### config.mk
export PLATFORM = sky130hd
export DESIGN_NAME = scan_ctrl8
export DESIGN_NICKNAME = d
export VERILOG_FILES = /design/src/rtl/scan_pkg.sv /design/src/rtl/next_digit_sel.sv /design/src/rtl/scan_ctrl8.sv
export SDC_FILE = /design/constraint.sdc
export NUM_CORES = 1
export LEC_CHECK = 0
export BUFFER_PORTS_ARGS = -buffer_cell sky130_fd_sc_hd__buf_2
export CORE_MARGIN = 2
export CORE_UTILIZATION = 25
export DETAILED_ROUTE_END_ITERATION = 16
export REMOVE_ABC_BUFFERS = 1
export SLEW_MARGIN = 15
export SYNTH_ARGS = -nofsm -noshare
export SYNTH_HDL_FRONTEND = slang
export SYNTH_HIERARCHICAL = 1
export SYNTH_SLANG_ARGS = --single-unit
### constraint.sdc
create_clock -name clk -period 2.7 [get_ports clk]
set_input_delay 0.54 -clock clk [delete_from_list [all_inputs] [get_ports clk]]
set_output_delay 0.54 -clock clk [all_outputs]
set_load 0.005 [all_outputs]
### src/rtl/scan_pkg.sv
// Shared types and constants for the 8-digit display scanner.
package scan_pkg;
    localparam int unsigned NUM_DIGITS       = 8;
    localparam int unsigned SEL_W            = 3;
    localparam int unsigned NIBBLE_W         = 4;
    localparam int unsigned SCAN_CLK_DIV_DEF = 4;
    localparam int unsigned SCAN_BLANK_DEF   = 1;

    typedef enum logic [1:0] {
        IDLE  = 2'd0,
        SHOW  = 2'd1,
        BLANK = 2'd2
    } state_t;
endpackage

### src/rtl/next_digit_sel.sv
// Picks the next enabled digit above cur, wrapping to the lowest enabled digit.
module next_digit_sel
    import scan_pkg::*;
(
    input  logic [SEL_W-1:0]      cur,
    input  logic [NUM_DIGITS-1:0] mask,
    output logic [SEL_W-1:0]      nxt,
    output logic                  wrap,
    output logic                  any
);
    logic [SEL_W-1:0] hi_idx;
    logic [SEL_W-1:0] lo_idx;
    logic             hi_found;

    // Scan downward so the last hit is the lowest qualifying bit.
    always_comb begin
        hi_idx   = '0;
        lo_idx   = '0;
        hi_found = 1'b0;
        for (int i = NUM_DIGITS - 1; i >= 0; i--) begin
            if (mask[i]) begin
                lo_idx = SEL_W'(i);
                if (i > int'(cur)) begin
                    hi_idx   = SEL_W'(i);
                    hi_found = 1'b1;
                end
            end
        end
    end

    assign nxt  = hi_found ? hi_idx : lo_idx;
    assign wrap = ~hi_found;
    assign any  = |mask;
endmodule

### src/rtl/scan_ctrl8.sv
// Time-multiplexed 8-digit scanner: select index, decoder enable, nibble and frame pulse.
module scan_ctrl8
    import scan_pkg::*;
#(
    parameter int unsigned CLK_DIV      = SCAN_CLK_DIV_DEF,
    parameter int unsigned BLANK_CYCLES = SCAN_BLANK_DEF
) (
    input  logic                           clk,
    input  logic                           rst_n,
    input  logic                           run,
    input  logic [NUM_DIGITS-1:0]          digit_mask,
    input  logic [NUM_DIGITS*NIBBLE_W-1:0] digits,
    output logic [SEL_W-1:0]               sel,
    output logic                           dec_en,
    output logic [NIBBLE_W-1:0]            digit_data,
    output logic                           frame_done
);
    localparam int unsigned MAX_DWELL = (CLK_DIV > BLANK_CYCLES) ? CLK_DIV : BLANK_CYCLES;
    localparam int unsigned CNT_W     = (MAX_DWELL > 1) ? $clog2(MAX_DWELL + 1) : 1;
    localparam logic [CNT_W-1:0] SHOW_LOAD  = CNT_W'(CLK_DIV - 1);
    localparam logic [CNT_W-1:0] BLANK_LOAD = CNT_W'((BLANK_CYCLES > 0) ? BLANK_CYCLES - 1 : 0);

    state_t             state_q, state_d;
    logic [CNT_W-1:0]   cnt_q, cnt_d;
    logic               adv;
    logic [SEL_W-1:0]   sel_d;
    logic               dec_en_d;
    logic [NIBBLE_W-1:0] data_d;
    logic               frame_done_d;

    logic [SEL_W-1:0]   nds_cur;
    logic [SEL_W-1:0]   nds_nxt;
    logic               nds_wrap;
    logic               nds_any;

    // From IDLE, cur = top index forces the wrap path to yield the lowest enabled digit.
    assign nds_cur = (state_q == IDLE) ? SEL_W'(NUM_DIGITS - 1) : sel;

    next_digit_sel u_next_digit_sel (
        .cur  (nds_cur),
        .mask (digit_mask),
        .nxt  (nds_nxt),
        .wrap (nds_wrap),
        .any  (nds_any)
    );

    // State, dwell counter and registered outputs.
    always_ff @(posedge clk or negedge rst_n) begin
        if (!rst_n) begin
            state_q    <= IDLE;
            cnt_q      <= '0;
            sel        <= '0;
            dec_en     <= 1'b0;
            digit_data <= '0;
            frame_done <= 1'b0;
        end else begin
            state_q    <= state_d;
            cnt_q      <= cnt_d;
            sel        <= sel_d;
            dec_en     <= dec_en_d;
            digit_data <= data_d;
            frame_done <= frame_done_d;
        end
    end

    // Next-state and dwell counter.
    always_comb begin
        state_d = state_q;
        cnt_d   = cnt_q;
        adv     = 1'b0;
        case (state_q)
            IDLE: begin
                if (run && nds_any) begin
                    state_d = SHOW;
                    cnt_d   = SHOW_LOAD;
                end
            end
            SHOW: begin
                if (!run) begin
                    state_d = IDLE;
                    cnt_d   = '0;
                end else if (cnt_q == '0) begin
                    if (BLANK_CYCLES > 0) begin
                        state_d = BLANK;
                        cnt_d   = BLANK_LOAD;
                    end else begin
                        adv = 1'b1;
                    end
                end else begin
                    cnt_d = cnt_q - CNT_W'(1);
                end
            end
            BLANK: begin
                if (!run) begin
                    state_d = IDLE;
                    cnt_d   = '0;
                end else if (cnt_q == '0) begin
                    adv = 1'b1;
                end else begin
                    cnt_d = cnt_q - CNT_W'(1);
                end
            end
            default: begin
                state_d = IDLE;
                cnt_d   = '0;
            end
        endcase
        // An empty mask at the slot boundary parks the scanner.
        if (adv) begin
            if (nds_any) begin
                state_d = SHOW;
                cnt_d   = SHOW_LOAD;
            end else begin
                state_d = IDLE;
                cnt_d   = '0;
            end
        end
    end

    // Next values of the registered outputs.
    always_comb begin
        sel_d        = sel;
        dec_en_d     = 1'b0;
        data_d       = '0;
        frame_done_d = 1'b0;
        if (state_d == SHOW) begin
            dec_en_d = 1'b1;
            if (state_q == IDLE || adv) begin
                sel_d = nds_nxt;
            end
            frame_done_d = adv & nds_wrap;
            data_d       = digits[{sel_d, 2'b00} +: NIBBLE_W];
        end
    end
endmodule

# Yosys cells after proc, flatten, opt, wreduce, memory -nomap -nowiden
# Index checks and enable logic that the tools add are counted.
# classes
addsub	1
magnitude_cmp	7
n_eq_ne	5
shift	1
muxes	61
bitwise_logic	2
n_reduce_logical	6
# ops
cell	n
$mux 3	32
$shiftx 32x6->4	1
$mux 1	20
$gt 3x3->1 const A	4
$mux 2	6
$pmux 3 s3	1
$reduce_or 8->1	1
$gt 2x3->1 const A	2
$pmux 2 s3	1
$eq 2x1->1 const B	2
$mux 4	1
$ne 4x4->1 const B	1
$gt 1x3->1 const A	1
$logic_not 3->1	1
$ne 3x2->1 const B	1
$sub 3x1->3 const B	1
$eq 2x2->1 const B	1
$logic_not 2->1	1
$reduce_and 2->1	1
$and 1x1->1	1
$logic_and 1x1->1	1
$logic_or 1x1->1	1
$not 1->1	1
# word_totals
reg_bits	14
in_bits	43
elab_cells	89

# Depth between registers and ports, before layout
# Gate-level depths: netlist (run 1).
# depth
word_depth	22
ltp_mapped	13

# By module
# Netlist (run 1), hierarchy kept.
# by_module_without_submodules
module	instances	cells_per_inst	area_each_um2	seq_area_each_um2
scan_ctrl8	1	140	1218.7	350.3
next_digit_sel	1	42	314.1	0.0

# Least setup slack after synthesis (run 1)
# No wires, ideal clock.
# synth_path
kind	register -> register
start	reg state_q[0]
end	reg digit_data[0]
setup_ns	0.129
t_arrival_ns	2.314
required_time_ns	2.571
slack_ns	0.257
stages_incl_launch_ff	12
n_path_buf	1
cell_sequence	dfrtp_1 > or2_1 > buf_4 > nand2b_1 > nand2b_1 > a31oi_1 > nand2b_4 > o32ai_2 > a21boi_2 > nor2_2 > o31ai_1 > o22ai_1
# synth_via
elab_chain_len	22
elab_cells_between_ends	53
classes_between	order compare: 7; eq/ne: 3; shift: 1; mux: 40; reduce/logical: 2
# synth_rtl
item	line	rtl
start, declared	scan_ctrl8.sv:23	state_t state_q, state_d;
start signal, assigned	scan_ctrl8.sv:57	state_q <= state_d;
$logic_not 2->1 *	scan_ctrl8.sv:37	assign nds_cur = (state_q == IDLE) ? SEL_W'(NUM_DIGITS - 1) : sel;
$mux 3 *	scan_ctrl8.sv:37	
via nds_cur[0]	scan_ctrl8.sv:31	logic [SEL_W-1:0] nds_cur;
$gt 3x3->1	next_digit_sel.sv:23	if (i > int'(cur)) begin
$mux 3 / $mux 1 (equally long branches)	next_digit_sel.sv:23	
$mux 3 / $mux 1 (equally long branches)	next_digit_sel.sv:21	if (mask[i]) begin
$mux 3 / $mux 1 (equally long branches)	next_digit_sel.sv:23	
$mux 3 / $mux 1 (equally long branches)	next_digit_sel.sv:21	
(+9 left out)	n/a	
$mux 3 / $mux 1 (equally long branches)	next_digit_sel.sv:21	
$mux 3 *	next_digit_sel.sv:31	assign nxt = hi_found ? hi_idx : lo_idx;
via nds_nxt[1]	scan_ctrl8.sv:32	logic [SEL_W-1:0] nds_nxt;
$mux 3 *	scan_ctrl8.sv:128	if (state_q == IDLE || adv) begin
$mux 3 *	scan_ctrl8.sv:126	if (state_d == SHOW) begin
$shiftx 32x6->4 *	scan_ctrl8.sv:132	data_d = digits[{sel_d, 2'b00} +: NIBBLE_W];
$mux 4 *	scan_ctrl8.sv:126	
via data_d[0]	scan_ctrl8.sv:28	logic [NIBBLE_W-1:0] data_d;
end signal, assigned	scan_ctrl8.sv:61	digit_data <= data_d;
end, declared	scan_ctrl8.sv:15	output logic [NIBBLE_W-1:0] digit_data,
# The timed path passes the listed nets; every way through them passes the cells marked *. The select of a mux whose other input is x is not followed.
# A chain may end at the register's enable or synchronous reset.

# Worst setup path after layout (run 1)
# layout_path
start	reg state_q[0]
end	reg digit_data[3]
# The elaborated chain is that of the path after synthesis.

==> qor.txt, run 1 <==
Pre-CTS setup slack: 59.8 ps
Grt total ovfl: 0
Slew @ Worst Pin: 457 ps
Top-area cell type share of the netlist area: 22.9%
Starting density of the core: 25.9%
Area grow syn2layout: 28.8%
Hold buffers post-CTS: 0
Final instance area: 1970 um2
Post CTS Setup Buffer Count: 0
Syn Inst Count: 182
GRT Overall Usage: 13.6%
I/O pins: 52
DRC: 0
Routability cong.: 0.877
Area after DPL: 1860 um2
Initial DRC count: 93
Final worst-path cycle share: 92.3%
Yosys reg bits: 14
Vias in the first global route: 1,585
Number of gates resized after cts: 0
Final Hold Viols: 0
Final setup viols: 0
Routed len/inst: 14.4 um
Post-Place Cells: 306
Fmax: 401 MHz
CTS tree: yes
Max-cap violation count: 0
Total core area: 5920 um2
Unrepaired setup endpoints after global routing: false
Number of flops mapped to enable cells by yosys: 0
DRT antenna net count: 0
Initial antenna violation count: 0
CTS Sinks: 14
Hold Path Class: in -> async
Via count: 1,607
Slew HR: 69.3%
Synthesis Warnings: 6
Commonest cells post-synth: 14 x dfrtp_1, 13 x o21ai_0, 12 x nand2_1, 12 x nor2_1
Seq/Total Area, Yosys: 22.9%
Chip width: 82.3 um
DR pass1 iterations: 4
Share of cells above drive strength 1: 40.0%
WP data required: 2830 ps
Die H: 82.3 um
H-tree Lvls: 1
DPL Wire Length: 3440 um
Post-route setup slack: 207 ps
Final #Nets: 281
Largest net degree at the start of global routing: 15
Post-synth top area cell: dfrtp_1
Critical path class: reg -> reg
Count leader, synth: dfrtp_1
Post-route minimum period: 2490 ps
TritonCTS buffer count: 3
Drt total wl: 4450 um
Longest Clk Path Bufs: 2
Critical Path Sink Type: flip-flop
Finished Core Util: 33.3%
Top_reg_cell synth: dfrtp_1
Worst vdd rail ir drop: 0.000425 V
Setup crit start kind: flip-flop
Status: complete, no violations
Vias per inst: 5.18
Setup Skew: 1.78 ps
Worst-path clk slew: 70 ps
Post-synthesis cell area: 1530 um2
Clock Tree Root: clkbuf_8
Avg Cell Area, Syn: 8.42 um2
FFs w/ async S/R, synth: 100%
Worst skew pair latency: 250 ps
Power Dens Cells: 1020 nW/um2
Setup TNS: 0 ps
Leak: 0.000875 uW
Arrival @ worst endpoint: 2620 ps
First-pass GRT wire length: 7260 um
Ant. Diodes: 0
Largest cells by area after synthesis: dfrtp_1 23%, o21ai_0 4.2%, and3_1 3.7%
Die area: 6770 um2
# rows: 28
Layout Cells excl Fill: 310
Synth cell types: 62
Fin. max-slew vios: 0
IO buf count: 51
Crit-path max FO: 12
cell usage in the layout, fill, tap and decap left out, drive strengths merged, types with 2 or more instances in the layout:
master	netlist	routed
buf	8	59
dfrtp	14	14
a32oi	2	2
nor3b	2	2
o22a	2	2
and2b	2	2
o21ai	20	20
nor2b	3	3
a211oi	6	6
a31oi	5	5
nand3	8	8
o31ai	5	5
a21boi	6	6
nor4	3	3
a31o	3	3
and3	10	10
a21oi	10	10
ha	2	2
nor2	13	13
nand2	12	12
nand2b	7	7
a22o	4	4
nor3	2	2
clkbuf	2	4
a311oi	3	3
inv	5	5
o22ai	4	4
stage by stage:
stage          power [uW]  hold slack [ps]
2_1_floorplan        1310              244
5_1_grt              2180              213
3_3_place_gp         1680              467
4_1_cts              1910              198
3_5_place_dp         1690              468
6_report             2010              185
report_power, final:
group	switching [uW]	internal (uW)
Combinational	799	646
Sequential	60.5	285
Clock	84.8	129
routing by layer:
metal / track usage, % / wire length [um]
met2: 22.5 / 2050
met4: 2.17 / 43
met5: 0 / 0
met1: 18.7 / 2140
met3: 2.61 / 213
state kept, by name (all words and copies together) (netlist names):
register / count
dec_en: 1
frame_done: 1
digit_data: 4
cnt_q: 3
state_q: 2
sel: 3
cells by family after synthesis:
group | share of synthesized area [%]
AOI/OAI and AO/OA | 39.7
and+or+nand+nor | 27.6
buffers and inverters | 6.28
DFF | 22.9
muxes | 1.39
adders and majority gates | 1.63
xor gates and xnor gates | 0.572
final cells by class:
class / count / area, um2
Timing Repair Buffer: 59 / 315
Multi-Input combinational cell: 153 / 1140
Sequential cell: 14 / 350
Clock buffer: 4 / 55.1
Inverter: 5 / 18.8
Tap cell: 75 / 93.8
Fill cell: 649 / 3950
critical path, stage by stage (launching register included):
cell and delay, ps:
dfrtp_1 380, or2_4 290, nand2b_4 110, nand2b_1 110, a31oi_1 110, nand2b_4 200, o31ai_4 320, o21ai_4 170
buf_4 200, and3_1 160, o31ai_1 210, o22ai_1 110
final timing paths:
kind	cells after the start	slack (ps)	startpoint	end
setup / recovery	11	210	state_q[0]$_DFF_PN0_	digit_data[3]$_DFF_PN0_
hold / removal	1	180	rst_n	cnt_q[0]$_DFFE_PN0P_
max in group asynchronous	1	2260	rst_n	frame_done$_DFF_PN0_
hold reg to reg	1	520	cnt_q[1]$_DFFE_PN0P_	cnt_q[1]$_DFFE_PN0P_
min in group clk	1	520	cnt_q[1]$_DFFE_PN0P_	cnt_q[1]$_DFFE_PN0P_
setup reg to reg	11	210	state_q[0]$_DFF_PN0_	digit_data[3]$_DFF_PN0_
Note: power is estimated with default switching activity, not from simulation.
==> inputs of run 2 (changes only) <==
Settings changed: RECOVER_POWER set to 100.
Clock period 2.7 ns to 2.2 ns, I/O delays scaled along.
==> run 2 against run 1 <==
Net effect: the run now ends with setup timing left; critical endpoint is now digit_data[1]$_DFF_PN0_; worst hold slack improved by 92 ps; largest power group unchanged; sequential power is 15% higher; sequential share of layout area decreased by 2.3 points; die area stayed put; final area increased by 15%.
==> qor.txt, run 2 (synthesis gave the netlist of run 1 again) <==
CP top delay family: compound AO/OA/AOI/OAI gates
Final #Nets: 301
Most frequent cells in the layout: 44 x buf_2, 16 x buf_4, 14 x dfrtp_1, 12 x nor2_1, 12 x clkbuf_1
Max-cap violation count: 0
First-pass GRT wire length: 7580 um
H-tree Lvls: 1
Final setup viols: 4
Setup Skew: 5.30 ps
Max incr delay on CP: 370 ps
Critical Path Sink Type: flip-flop
Failing checks: setup timing
Routed len/inst: 14.4 um
Worst skew pair latency: 250 ps
Area of the multi-input gates: 1290 um2
Total core area: 5920 um2
DR pass1 iterations: 5
Biggest register: digit_data
I/O pins: 52
Fin Hold WS: 276 ps
# rows: 28
CP dominant cell by count: nand2b_4
DPL Wire Length: 3500 um
Die H: 82.3 um
GRT Overall Usage: 14.4%
Post-route minimum period: 2420 ps
Final Hold Viols: 0
Slew HR: 42.3%
Routability cong.: 0.929
Critical path startpoint: state_q[0]$_DFF_PN0_
Grt total ovfl: 0
Ant. Diodes: 0
Critical path class: reg -> reg
Unrepaired setup endpoints after global routing: true
DRT antenna net count: 0
Max FFs per register: 4
Worst path bufs/invs: 1
Largest registers: digit_data (4), cnt_q (3), sel (3)
Drt total wl: 4740 um
Arrival @ worst endpoint: 2550 ps
CTS Sinks: 14
Crit-path max FO: 8
Critical-path top delay cell: dfrtp_1
Setup crit start kind: flip-flop
Die area: 6770 um2
Clock Tree Root: clkbuf_8
Longest Clk Path Bufs: 2
Worst-path clk slew: 60 ps
Share of cells above drive strength 1: 48.4%
Post-Place Cells: 324
Vias per inst: 5.28
RR Startpoint: state_q[0]$_DFF_PN0_
TritonCTS buffer count: 3
Status: finished, violations left
Power Dens Cells: 1280 nW/um2
Via count: 1,736
Initial antenna violation count: 0
DRC: 0
Area after DPL: 2010 um2
Fin. max-slew vios: 0
Starting density of the core: 25.9%
Final worst-path cycle share: 110%
Final instance area: 2260 um2
Vias in the first global route: 1,624
Storage element area: 350 um2
Chip width: 82.3 um
Layout Cells excl Fill: 329
Initial DRC count: 134
Final-layout fill cell count: 611
Slew @ Worst Pin: 865 ps
CTS tree: yes
Fmax: 413 MHz
Worst vdd rail ir drop: 0.000655 V
IO buf count: 51
Most common cell after layout, fill and taps aside: buf_2
Hold Path Class: in -> async
Hold buffers post-CTS: 0
Crit path cell chain: or2_4 -> nand2b_4 -> nand2b_4 -> a31oi_4 -> nand2b_4 -> o31ai_4 -> o21ai_4 -> buf_6 -> a31oi_1 -> a22o_1 -> o22ai_1
Post-route setup slack: -218 ps
Largest net degree at the start of global routing: 22
Leak: 0.000960 uW
WP data required: 2330 ps
Area grow syn2layout: 47.7%
## run 2: changes by cell type in the layout (fill, tap and decap cells not counted), sizes merged
cell,previous run,this run
buf,59,67
clkbuf,4,15
## run 2: path summary, 6_finish.rpt
path / end / slack, ps / depth (start not counted)
max: digit_data[1]$_DFF_PN0_ / -220 / 11
min: cnt_q[2]$_DFFE_PN0P_ / 280 / 1
max reg2reg: digit_data[1]$_DFF_PN0_ / -220 / 11
min reg2reg: cnt_q[1]$_DFFE_PN0P_ / 480 / 1
max in group asynchronous: digit_data[2]$_DFF_PN0_ / 1390 / 1
min in group clk: cnt_q[1]$_DFFE_PN0P_ / 480 / 1
## run 2: area by class of cell
type	instances	area share (%)
multi-input cells	153	56.8
well taps	75	4.15
clock buffers	3	1.82
flip-flops and latches	14	15.5
repair buffers	79	20.9
inverters	5	0.829
## run 2: timing repair
action                     4_1_cts  5_1_grt
pin swaps                       14       10
setup buffers                    2        0
setup endpoints to repair        5        6
gates resized for setup         29       17
## run 2: where the power goes
group | internal [uW] | switching (uW) | total [uW]
combinational | 1100 | 1190 | 2290
clock | 121 | 98.4 | 220
sequential | 350 | 46.5 | 396
## run 2: layer usage
layer / wire length, um / share of wire, % / global-route usage, % / up-vias
met3: 287 / 6.1 / 1.85 / 7
met1: 2100 / 44 / 19.3 / 809
li1: - / - / - / 857
met4: 57 / 1.2 / 4.17 / 0
met2: 2300 / 48 / 24.0 / 63
met5: 0 / 0 / 0 / -
## run 2: stage by stage
stage / power, uW / TNS (ps) / worst slack, ps / utilization [%]
floorplan: 1600 / -1740 / -436 / -
global placement: 2250 / -1220 / -298 / 34.0
detailed placement: 2270 / -1650 / -390 / 34.0
CTS: 2800 / -586 / -157 / 37.5
global route: 3130 / -1350 / -348 / 38.2
finish: 2900 / -846 / -218 / 38.2
